File: src/rtl/axis_frame_buffer_pkg.sv
// Shared types and helpers for the AXI-Stream frame buffer.
package axis_frame_buffer_pkg;

   typedef enum logic [1:0] {
      IDLE,
      FILL,
      DISCARD,
      DRAIN
   } state_t;

   localparam int unsigned MAX_ADDR_W = 16;

   // Reverses the low `width` bits of v; bits at and above `width` come back as zero.
   function automatic logic [MAX_ADDR_W-1:0] bit_reverse(input logic [MAX_ADDR_W-1:0] v,
                                                         input int                    width);
      logic [MAX_ADDR_W-1:0] r;
      r = '0;
      for (int i = 0; i < width; i++) begin
         r[i] = v[width-1-i];
      end
      return r;
   endfunction

endpackage

File: src/rtl/frame_buf_mem.sv
// Frame storage: one write port, one synchronous read port whose output holds between reads.
module frame_buf_mem #(
   parameter int DATA_WIDTH = 32,
   parameter int DEPTH      = 16,
   parameter int ADDR_W     = $clog2(DEPTH)
) (
   input  logic                  clk,
   input  logic                  wr_en,
   input  logic [ADDR_W-1:0]     wr_addr,
   input  logic [DATA_WIDTH-1:0] wr_data,
   input  logic                  rd_en,
   input  logic [ADDR_W-1:0]     rd_addr,
   output logic [DATA_WIDTH-1:0] rd_data
);

   logic [DATA_WIDTH-1:0] mem_q [DEPTH];
   logic [DATA_WIDTH-1:0] rd_data_q;

   // NOTE: the array has no reset so it maps onto block RAM; the top masks rd_data until a real read.
   always_ff @(posedge clk) begin
      if (wr_en) begin
         mem_q[wr_addr] <= wr_data;
      end
      if (rd_en) begin
         rd_data_q <= mem_q[rd_addr];
      end
   end

   assign rd_data = rd_data_q;

endmodule

File: src/rtl/axis_frame_buffer.sv
// Captures one AXI-Stream frame (up to DEPTH words) and drains it on a pull interface.
// Optional `level` output is enabled by defining AXIS_FRAME_BUF_LEVEL_EN.
module axis_frame_buffer
   import axis_frame_buffer_pkg::*;
#(
   parameter  int DATA_WIDTH = 32,
   parameter  int DEPTH      = 16,
   localparam int ADDR_W     = $clog2(DEPTH)
) (
   input  logic                  clk,
   input  logic                  rst,
   input  logic [DATA_WIDTH-1:0] s_data,
   input  logic                  s_valid,
   input  logic                  s_last,
   output logic                  s_ready,
   input  logic                  bitrev_mode,
   input  logic                  read,
   output logic [DATA_WIDTH-1:0] dout,
   output logic                  dout_valid,
   output logic                  done,
   output logic [ADDR_W:0]       frame_len,
   output logic                  overflow
`ifdef AXIS_FRAME_BUF_LEVEL_EN
   ,
   output logic [ADDR_W:0]       level
`endif
);

   localparam logic [ADDR_W:0] CNT_ONE   = (ADDR_W+1)'(1);
   localparam logic [ADDR_W:0] DEPTH_CNT = (ADDR_W+1)'(DEPTH);
   localparam logic [ADDR_W:0] LAST_SLOT = DEPTH_CNT - CNT_ONE;

   state_t          state_q, state_d;
   logic            s_ready_q, s_ready_d;
   logic            dout_valid_q, dout_valid_d;
   logic            dout_clr_q, dout_clr_d;
   logic            done_q, done_d;
   logic            overflow_q, overflow_d;
   logic            bitrev_q, bitrev_d;
   logic [ADDR_W:0] frame_len_q, frame_len_d;
   logic [ADDR_W:0] wr_cnt_q, wr_cnt_d;
   logic [ADDR_W:0] rd_cnt_q, rd_cnt_d;

   logic                  accept;
   logic                  wr_en, rd_en;
   logic [ADDR_W-1:0]     wr_addr, rd_addr, rd_nat;
   logic [DATA_WIDTH-1:0] mem_rdata;

   assign accept = s_valid && s_ready_q;
   assign rd_nat = rd_cnt_q[ADDR_W-1:0];

   // Bit-reversed order only makes sense over the full index space, so short frames stay natural.
   always_comb begin
      rd_addr = rd_nat;
      if (bitrev_q && (frame_len_q == DEPTH_CNT)) begin
         rd_addr = ADDR_W'(bit_reverse(MAX_ADDR_W'(rd_nat), ADDR_W));
      end
   end

   // NOTE: every signal gets a default before the case so no path leaves one unassigned (no latches).
   always_comb begin
      state_d      = state_q;
      frame_len_d  = frame_len_q;
      overflow_d   = overflow_q;
      bitrev_d     = bitrev_q;
      wr_cnt_d     = wr_cnt_q;
      rd_cnt_d     = rd_cnt_q;
      dout_clr_d   = dout_clr_q;
      dout_valid_d = 1'b0;
      wr_en        = 1'b0;
      wr_addr      = wr_cnt_q[ADDR_W-1:0];
      rd_en        = 1'b0;

      unique case (state_q)
         IDLE: begin
            if (accept) begin
               wr_en      = 1'b1;
               wr_addr    = '0;
               bitrev_d   = bitrev_mode;
               overflow_d = 1'b0;
               wr_cnt_d   = CNT_ONE;
               if (s_last) begin
                  state_d     = DRAIN;
                  frame_len_d = CNT_ONE;
               end else begin
                  state_d     = FILL;
                  frame_len_d = '0;
               end
            end
         end
         FILL: begin
            if (accept) begin
               wr_en    = 1'b1;
               wr_cnt_d = wr_cnt_q + CNT_ONE;
               if (s_last) begin
                  state_d     = DRAIN;
                  frame_len_d = wr_cnt_q + CNT_ONE;
               end else if (wr_cnt_q == LAST_SLOT) begin
                  state_d     = DISCARD;
                  frame_len_d = DEPTH_CNT;
                  overflow_d  = 1'b1;
               end
            end
         end
         DISCARD: begin
            if (accept && s_last) begin
               state_d = DRAIN;
            end
         end
         DRAIN: begin
            if (read) begin
               rd_en        = 1'b1;
               dout_valid_d = 1'b1;
               dout_clr_d   = 1'b0;
               rd_cnt_d     = rd_cnt_q + CNT_ONE;
               if (rd_cnt_q == frame_len_q - CNT_ONE) begin
                  state_d  = IDLE;
                  rd_cnt_d = '0;
                  wr_cnt_d = '0;
               end
            end
         end
         default: state_d = IDLE;
      endcase

      s_ready_d = (state_d != DRAIN);
      done_d    = (state_d == DRAIN);
   end

   // NOTE: state registers use non-blocking assignments so every flop samples pre-edge values.
   always_ff @(posedge clk) begin
      if (rst) begin
         state_q      <= IDLE;
         s_ready_q    <= 1'b0;
         dout_valid_q <= 1'b0;
         dout_clr_q   <= 1'b1;
         done_q       <= 1'b0;
         overflow_q   <= 1'b0;
         bitrev_q     <= 1'b0;
         frame_len_q  <= '0;
         wr_cnt_q     <= '0;
         rd_cnt_q     <= '0;
      end else begin
         state_q      <= state_d;
         s_ready_q    <= s_ready_d;
         dout_valid_q <= dout_valid_d;
         dout_clr_q   <= dout_clr_d;
         done_q       <= done_d;
         overflow_q   <= overflow_d;
         bitrev_q     <= bitrev_d;
         frame_len_q  <= frame_len_d;
         wr_cnt_q     <= wr_cnt_d;
         rd_cnt_q     <= rd_cnt_d;
      end
   end

   frame_buf_mem #(
      .DATA_WIDTH (DATA_WIDTH),
      .DEPTH      (DEPTH),
      .ADDR_W     (ADDR_W)
   ) u_mem (
      .clk     (clk),
      .wr_en   (wr_en),
      .wr_addr (wr_addr),
      .wr_data (s_data),
      .rd_en   (rd_en),
      .rd_addr (rd_addr),
      .rd_data (mem_rdata)
   );

   assign s_ready    = s_ready_q;
   assign dout       = dout_clr_q ? '0 : mem_rdata;
   assign dout_valid = dout_valid_q;
   assign done       = done_q;
   assign frame_len  = frame_len_q;
   assign overflow   = overflow_q;

`ifdef AXIS_FRAME_BUF_LEVEL_EN
   always_comb begin
      unique case (state_q)
         FILL, DISCARD: level = wr_cnt_q;
         DRAIN:         level = frame_len_q - rd_cnt_q;
         default:       level = '0;
      endcase
   end
`endif

endmodule

File: config.mk
export PLATFORM = sky130hd
export DESIGN_NAME = axis_frame_buffer
export DESIGN_NICKNAME = d
export VERILOG_FILES = /design/src/rtl/axis_frame_buffer_pkg.sv /design/src/rtl/frame_buf_mem.sv /design/src/rtl/axis_frame_buffer.sv
export SDC_FILE = /design/constraint.sdc
export NUM_CORES = 1
export LEC_CHECK = 0
export CORE_MARGIN = 1.5
export CORE_UTILIZATION = 45
export CTS_BUF_LIST = sky130_fd_sc_hd__clkbuf_8
export DETAILED_ROUTE_END_ITERATION = 8
export PLACE_DENSITY_LB_ADDON = 0.2
export SETUP_SLACK_MARGIN = 0.1
export SLEW_MARGIN = 20
export SYNTH_ARGS = -nofsm -noshare
export SYNTH_HDL_FRONTEND = slang
export SYNTH_SLANG_ARGS = --single-unit
File: constraint.sdc
create_clock -name clk -period 7 [get_ports clk]
set_input_delay 1.75 -clock clk [delete_from_list [all_inputs] [get_ports clk]]
set_output_delay 1.75 -clock clk [all_outputs]
set_load 0.01 [all_outputs]
==> results of run 1 <==
[cells in the final DEF (no fill, tap or decap), drive strengths merged, types with 10 or more instances in the layout]
cell type and instances:
edfxtp 544, nand2 164, nor2 160, mux2i 110, o21ai 108, clkbuf 95, a21oi 79, clkdlybuf4s50 78
nand3 63, o22ai 58, nand2b 52, inv 42, buf 41, nor2b 40, a32o 31, clkinv 31
o2111ai 26, dfxtp 23, mux2 20, a22o 17, nand3b 16, a221oi 16, a211oi 15, a31oi 14
o41ai 12, o21bai 11, or3 11, nor3 11, a32oi 10, a22oi 10
[worst max path at each step]
stage | cells after the start | startpoint | end | slack [ns]
after floorplan | 4 | s_valid | u_mem.mem_q[0][0]$_DFFE_PP_ | 2.78
after global placement | 5 | s_valid | u_mem.mem_q[3][14]$_DFFE_PP_ | 2.22
after detailed placement | 6 | s_valid | u_mem.mem_q[9][3]$_DFFE_PP_ | 2.22
after CTS | 9 | frame_len[0]$_SDFFE_PP0P_ | u_mem.rd_data[15]$_DFFE_PP_ | 2.81
after global routing | 9 | frame_len[0]$_SDFFE_PP0P_ | u_mem.rd_data[15]$_DFFE_PP_ | 2.54
final | 9 | frame_len[0]$_SDFFE_PP0P_ | u_mem.rd_data[28]$_DFFE_PP_ | 2.77
[registers in the layout, indices dropped and copies added (netlist names)]
| name | count |
|---|---|
| dout_valid | 1 |
| frame_len | 5 |
| s_ready | 1 |
| overflow | 1 |
| u_mem.mem_q | 512 |
| bitrev_q | 1 |
| u_mem.rd_data | 32 |
| rd_cnt_q | 5 |
| done | 1 |
| wr_cnt_q | 5 |
| dout_clr_q | 1 |
| state_q | 2 |
[logic make-up after synthesis]
group                    share of synthesized area [%]
multiplexers                                      5.32
AO/OA/AOI/OAI                                     13.4
flip-flops                                        67.3
adder cells (fa/ha/maj)                          0.201
buffers and inverters                             2.80
AND/OR/NAND/NOR                                   10.6
XOR/XNOR                                         0.316
[power by group]
part           internal (mW)  switching, mW
combinational          0.105          0.173
clock                   1.33           1.30
sequential              3.74         0.0210
[metrics by stage]
step	std cells	utilization [%]	setup slack, ns	power [mW]	hold slack (ns)
after floorplan	1896	-	2.78	3.98	0.461
after global placement	2611	48.1	2.22	4.10	0.472
after detailed placement	2613	48.2	2.22	4.11	0.493
after CTS	2775	51.2	2.81	6.71	0.501
after global routing	2778	51.3	2.54	6.87	0.531
final	2778	51.3	2.77	6.66	0.492
[final cells by class]
type	count	share of cell area (%)
timing repair buffer	119	4.08
clock buffer	95	4.63
clock inverter	67	1.18
multi-input combinational	1171	27.1
tap	748	3.32
sequential	567	59.6
inverter	11	0.155
[layer usage]
layer  track usage [%]  up-vias  wire [µm]
met1              32.8     8404      29300
met4              8.94        0       1740
met3              3.22      128       4360
li1                  -     7452          -
met5                 0        -          0
met2              40.0      682      33200
[worst max-delay path, stage by stage, from the launching register on]
cell     delay [ns]
dfxtp_1        0.35
inv_1          0.07
ha_1           0.20
or3b_1         0.53
o21ai_2        0.83
and2_4         0.62
buf_4          0.62
mux2_2         0.41
o22ai_1        0.21
o22ai_2        0.10
==> results.cfg, run 1 <==
[logic_synthesis]
syn-num-nets = 1938
synth_commonest_cells = edfxtp_1 (544), nand2_1 (164), nor2_1 (159), mux2i_1 (110), o21ai_0 (106)
synth_top_cell_by_area = edfxtp_1
syn_area_um2 = 25000
async_flop_share_pct = 0
synth_area_leaders = edfxtp_1 (65%), mux2i_1 (4.4%), nand2_1 (2.5%)
synth-seq-cells = 567
ys_seq_area_share_pct = 67.3
yosysWarnings = 0
synth_ff_type = edfxtp_1
yosysUniqueCellTypes = 73
yosysMostFrequentCell = edfxtp_1
synthCells = 1896
synth_edf_count = 544
synth_top_area_share_pct = 65.5
synth_area_per_cell_um2 = 13.2

[cts]
holdBufCountCts = 0
cts_buffer_depth = 3
root_buffer = clkbuf_8
clock_latency_ns = 0.68
cts_tree = done
cts_setup_buffers = 0
clock_sinks = 567
clk_pin_slew_ns = 0.06
cts_htree_levels = 3
cts_inserted_buffers = 92
cts_resized = 0

[placed_design]
dpl_cell_area_um2 = 26500
dp.final_hpwl_um = 38200
port_buffers = 78
routabilityCongestion = 0.789

[drt]
ant_nets = 0
drtIter0Drc = 1677
vias_per_cell = 6.00
drt-pass1-iter-count = 5
vias = 16700
wl_per_cell_um = 24.7
drt-total-wl_um = 68600
drc = 0

[final_layout]
layout-drive-gt1-share_pct = 11.5
nFillCells = 4714
insertedDiodeCount = 0
fin_area_um2 = 28200
register_area_um2 = 16800
area_delta_synth_final_pct = 13.1
multi_input_area_um2 = 7630
nets = 2004

[global_route]
grt.total_usage_pct = 24.2
grt_pass1_vias = 16600
grt-ovfl-total = 0
grt_pass1_wl_um = 103000
grt_max_degree = 86
antenna_found_initial = 1

[timing]
slew_viol_final = 0
max_slew.worst_pin.slew_ns = 1.09
post-route-min-period_ns = 4.23
clock_skew_ns = 0.0234
period_share_pct = 60.5
max_freq_mhz = 236
slew_headroom_pct = 26.9
final-hold-violation-count = 0
rsz0062_at_grt = false
setup_viol = 0
fin_setup_tns_ns = 0

[worst_setup_path]
critPathMaxFanout = 47
worstPathArrival_ns = 4.66
critical_path_required_ns = 7.43
r2r_slack_ns = 2.77
cp-start-kind = flop
r2r_start = frame_len[0]$_SDFFE_PP0P_
end_kind = flop
r2r_cells = 9
path_class = reg -> reg
r2r_end = u_mem.rd_data[28]$_DFFE_PP_

[floorplanning]
die_area_um2 = 56900
die_x_um = 238
num_rows = 86
coreArea_um2 = 55000
start_util_pct = 45.4
die_h_um = 238
design.portCount = 79

[flow_run]
drv_cap = 0

[power_and_ir_drop]
irDropWorstVdd_mv = 0.132
power_density_nw_per_um2 = 236
leakage_nw = 8.84

[status]
outcome = finished, final reports clean

[hold_path]
min-delay-start = frame_len[1]$_SDFFE_PP0P_
worst_hold_path_type = reg -> reg
hold_end = frame_len[1]$_SDFFE_PP0P_
worstHoldPathCells = 2
(Power assumes the default switching activity.)
==> run 2: changes to the inputs <==
==> constraint.sdc (replaced) <==
create_clock -name clk -period 4.3 [get_ports clk]
set_input_delay 1.075 -clock clk [delete_from_list [all_inputs] [get_ports clk]]
set_output_delay 1.075 -clock clk [all_outputs]
set_load 0.01 [all_outputs]
==> run 2 against run 1 <==
  * Register-to-register slack worse by 1.8 ns
  * Clock-buffer cell count fell by 3
  * Sequential power increased by 63%
  * Non-clock buffer count increased by 14
  * Sequential cell count unchanged
  * Worst hold slack worse by 0.0027 ns
  * First-iteration DRC count increased by 0.78%
  * Highest routed layer unchanged
  * Combinational power increased by 61%
==> results.cfg, run 2 (same netlist as run 1, synthesis figures left out) <==
[status]
outcome = finished, final reports clean

[final_layout]
register_area_um2 = 16800
final_cells = 2794
layout_commonest_cell = edfxtp_1
nets = 2016
area_delta_synth_final_pct = 14.0
layout-drive-gt1-share_pct = 12.1
nFillCells = 4647
multi_input_area_um2 = 7630
largest_reg_flops = 512
final_cell_mix = edfxtp_1 (544), nand2_1 (161), nor2_1 (141)
regMostFlops = u_mem.mem_q
final_util_pct = 51.7
fin_area_um2 = 28400

[placed_design]
port_buffers = 78
dpl_cell_area_um2 = 26800
dp.final_hpwl_um = 39400
pre_cts_ws_ns = 0.667
dp_cells = 2630
routabilityCongestion = 0.806

[floorplanning]
start_util_pct = 45.4
die_h_um = 238
num_rows = 86
die_x_um = 238
die_area_um2 = 56900
coreArea_um2 = 55000
design.portCount = 79

[timing]
clock_skew_ns = 0.0313
slew_viol_final = 0
rsz0062_at_grt = false
max_slew.worst_pin.slew_ns = 1.11
slew_headroom_pct = 25.8
period_share_pct = 79.0
post-route-min-period_ns = 3.40
setup_viol = 0
finalHoldWorstSlack_ns = 0.489
setup_ws_ns = 0.905
final-hold-violation-count = 0
fin_setup_tns_ns = 0
max_freq_mhz = 295

[cts]
cts_buffer_depth = 3
clk_pin_slew_ns = 0.06
clock_latency_ns = 0.69
cts_setup_buffers = 0
cts_htree_levels = 3
clock_sinks = 567
root_buffer = clkbuf_8
holdBufCountCts = 0
cts_resized = 0
cts_tree = done
cts_inserted_buffers = 90

[hold_path]
hold_end = wr_cnt_q[4]$_SDFFE_PP0P_
worst_hold_path_type = reg -> reg
worstHoldPathCells = 1
min-delay-start = wr_cnt_q[4]$_SDFFE_PP0P_

[drt]
drc = 0
drt-total-wl_um = 70200
met2_length_um = 33200
vias_per_cell = 6.08
vias = 17000
drt-pass1-iter-count = 6
wl_met1_um = 30000
ant_nets = 0
drtIter0Drc = 1690
met3_length_um = 5400
top_layer = met4
wl_per_cell_um = 25.1

[global_route]
grt.total_usage_pct = 24.8
grt_max_degree = 79
antenna_found_initial = 4
grt_pass1_wl_um = 105000
grt_pass1_vias = 16900
grt-ovfl-total = 0

[power_and_ir_drop]
total_power_mw = 11.0
leakage_nw = 8.94
power_density_nw_per_um2 = 385
irDropWorstVdd_mv = 0.194

[worst_setup_path]
critPathMaxFanout = 33
critical_path_required_ns = 3.22
crit_start = dout_clr_q$_SDFFE_PP1P_
cp-start-kind = flop
r2r_slack_ns = 0.92
path_class = reg -> out
end_kind = primary output
r2r_start = rd_cnt_q[2]$_SDFFE_PP0P_
worstPathArrival_ns = 2.32
r2r_end = u_mem.rd_data[22]$_DFFE_PP_
r2r_cells = 7

[flow_run]
drv_cap = 0
run 2: cell count changes in the layout (fill, tap and decap cells not counted), moves of 2 or more:
cell / delta
buf_4: +6
diode_2: +2
bufinv_16: +2
buf_12: +8
clkbuf_8: -3
inv_1: -2
run 2: worst max-delay path by stage:
stage,end,slack (ns),depth (start not counted)
after floorplan,u_mem.mem_q[0][0]$_DFFE_PP_,0.76,4
after global placement,u_mem.mem_q[4][15]$_DFFE_PP_,0.70,7
after detailed placement,u_mem.mem_q[4][18]$_DFFE_PP_,0.67,7
after CTS,dout[1],0.77,2
after global routing,dout[1],0.74,2
final,dout[28],0.90,2
run 2: where the power goes:
group / switching [mW] / leakage, nW / internal (mW)
registers: 0.0412 / 5.09 / 6.08
logic: 0.272 / 2.91 / 0.177
clock network: 2.15 / 0.951 / 2.23
run 2: per-layer routing:
layer / up-vias / GRT usage (%)
li1: 7474 / -
met1: 8625 / 34.1
met2: 772 / 39.8
met3: 126 / 4.05
met4: 0 / 8.67
met5: - / 0
run 2: final cells by class:
type                    instances  share of cell area (%)
inverters                      11                   0.145
clock buffers                  92                    4.45
clock inverters                70                    1.42
repair buffers                133                    4.77
diodes                          2                  0.0176
flip-flops and latches        567                    59.1
multi-input cells            1171                    26.8
well taps                     748                    3.29
run 2: worst max-delay path, stage by stage (launching register included):
cell and delay (ns):
dfxtp_2 0.95, nor2b_1 0.14, clkdlybuf4s50_1 0.53
==> run 3: changes to the inputs <==
==> constraint.sdc (replaced) <==
create_clock -name clk -period 3.3 [get_ports clk]
set_input_delay 0.825 -clock clk [delete_from_list [all_inputs] [get_ports clk]]
set_output_delay 0.825 -clock clk [all_outputs]
set_load 0.01 [all_outputs]
==> run 3 against run 2 <==
  * Worst hold slack worse by 0.0066 ns
  * Via count increased by 2.0%
  * Sequential share of layout area is 1.0 points lower
  * Setup slack lost 0.57 ns
  * Clock power rose by 36%
  * Sequential cell count is the same
  * Wire length is 5.7% higher
  * Register-to-register slack worse by 0.59 ns
  * Critical path depth rose by 8
  * Die area did not move
  * Final cell count up 2.0%
  * Critical endpoint is now u_mem.rd_data[9]$_DFFE_PP_
  * Largest cell class unchanged
  * Highest routed layer unchanged
==> results.cfg, run 3 (same netlist as run 1, synthesis figures left out) <==
[drt]
drt-pass1-iter-count = 8
vias_per_cell = 6.09
ant_nets = 0
drc = 0
wl_per_cell_um = 26.1
vias = 17300
drtIter0Drc = 1680
drt-total-wl_um = 74200

[power_and_ir_drop]
pwr-share-comb_pct = 4.2
irDropWorstVdd_mv = 0.333
clkPwrFrac_pct = 40.9
sequentialPowerShare_pct = 54.8
power_density_nw_per_um2 = 501
intPower_mw = 11.2
leakage_nw = 9.24
sw_frac_of_total_pct = 22.6
net-switching-power_mw = 3.28

[worst_setup_path]
r2r_slack_ns = 0.33
cp-start-kind = flop
r2r_cells = 10
r2r_end = u_mem.rd_data[9]$_DFFE_PP_
critical_path_required_ns = 3.74
r2r_start = frame_len[0]$_SDFFE_PP0P_
worstPathArrival_ns = 3.41
path_class = reg -> reg
critPathMaxFanout = 35
end_kind = flop

[hold_path]
hold_end = wr_cnt_q[4]$_SDFFE_PP0P_
min-delay-start = wr_cnt_q[4]$_SDFFE_PP0P_
worst_hold_path_type = reg -> reg
worstHoldPathCells = 1

[timing]
period_share_pct = 89.9
post-route-min-period_ns = 2.97
slew_headroom_pct = 42.7
clock_skew_ns = 0.0503
fin_setup_tns_ns = 0
rsz0062_at_grt = false
setup_ws_ns = 0.332
max_slew.worst_pin.slew_ns = 0.859
slew_viol_final = 0
final-hold-violation-count = 0
max_freq_mhz = 337
setup_viol = 0
finalHoldWorstSlack_ns = 0.483

[final_layout]
register_area_um2 = 16800
nFillCells = 4647
layout-drive-gt1-share_pct = 14.3
multi_input_area_um2 = 7630
nets = 2063
final_cell_mix = edfxtp_1 (544), nand2_1 (161), nor2_1 (141)
largest_reg_flops = 512
regMostFlops = u_mem.mem_q
layout_commonest_cell = edfxtp_1
area_delta_synth_final_pct = 16.0

[placed_design]
dp.final_hpwl_um = 43200
port_buffers = 78
pre_cts_ws_ns = 0.278
routabilityCongestion = 0.842

[cts]
cts_inserted_buffers = 95
cts_htree_levels = 3
clock_latency_ns = 0.72
cts_resized = 0
clock_sinks = 567
cts_tree = done
holdBufCountCts = 0
root_buffer = clkbuf_8
cts_setup_buffers = 0
cts_buffer_depth = 3
clk_pin_slew_ns = 0.06

[floorplanning]
coreArea_um2 = 55000
num_rows = 86
die_x_um = 238
design.portCount = 79
start_util_pct = 45.4
die_area_um2 = 56900
die_h_um = 238

[global_route]
grt-ovfl-total = 0
grt.total_usage_pct = 26.1
grt_pass1_wl_um = 110000
grt_max_degree = 85
grt_pass1_vias = 17100
antenna_found_initial = 2

[flow_run]
drv_cap = 0

[status]
outcome = finished, final reports clean
-- run 3: changes by cell type in the layout (fill, tap and decap cells not counted), moves of 3 or more --
| cell | change |
|---|---|
| buf_12 | +5 |
| buf_4 | +37 |
| clkbuf_8 | +9 |
| inv_1 | +3 |
-- run 3: critical path, stage by stage, from the launching register on --
cell and delay [ns]:
dfxtp_1 0.36, inv_1 0.09, ha_1 0.21, or3b_1 0.46
buf_4 0.20, nor2_4 0.15, buf_12 0.24, nand3_1 0.35
o22ai_1 0.29, a31oi_1 0.07, a32o_1 0.27
-- run 3: power by group through the flow --
stage / Combinational, mW / Sequential, mW / Clock [mW]
floorplan: 0.350 / 8.08 / 0
global placement: 0.605 / 8.10 / 0
detailed placement: 0.616 / 8.10 / 0
CTS: 0.618 / 7.95 / 6.02
global route: 0.665 / 7.95 / 6.35
finish: 0.616 / 7.95 / 5.94
-- run 3: final cells by class --
type	instances	area share, %
Timing Repair Buffer	175	5.99
Clock inverter	74	1.39
Sequential cell	567	58.1
Inverter	11	0.143
Tap cell	748	3.23
Antenna cell	2	0.0173
Multi-Input combinational cell	1171	26.4
Clock buffer	101	4.80
-- run 3: stage by stage --
stage                     util (%)  total power, mW  area, µm²  cells
after CTS                     52.6             14.6      28900   2847
after floorplan                  -             8.43      25000   1896
final                         52.6             14.5      28900   2849
after detailed placement      49.4             8.71      27100   2672
after global routing          52.6             15.0      28900   2849
after global placement        49.4             8.70      27100   2672
-- run 3: worst max path at each step --
| stage | from | end | slack [ns] | depth (start not counted) |
|---|---|---|---|---|
| finish | frame_len[0]$_SDFFE_PP0P_ | u_mem.rd_data[9]$_DFFE_PP_ | 0.33 | 10 |
| global route | frame_len[0]$_SDFFE_PP0P_ | u_mem.rd_data[24]$_DFFE_PP_ | 0.17 | 10 |
| CTS | frame_len[0]$_SDFFE_PP0P_ | u_mem.rd_data[9]$_DFFE_PP_ | 0.33 | 10 |
| detailed placement | s_valid | u_mem.mem_q[6][17]$_DFFE_PP_ | 0.28 | 6 |
| global placement | s_valid | u_mem.mem_q[10][19]$_DFFE_PP_ | 0.28 | 6 |
| floorplan | s_valid | u_mem.mem_q[1][0]$_DFFE_PP_ | 0.05 | 4 |
-- run 3: layer usage --
metal	track usage (%)	wire [µm]	vias to the layer above
met1	35.4	30900	8738
met5	0	0	-
met3	4.26	5810	157
met2	42.1	35100	854
met4	10.3	2390	0
li1	-	-	7589
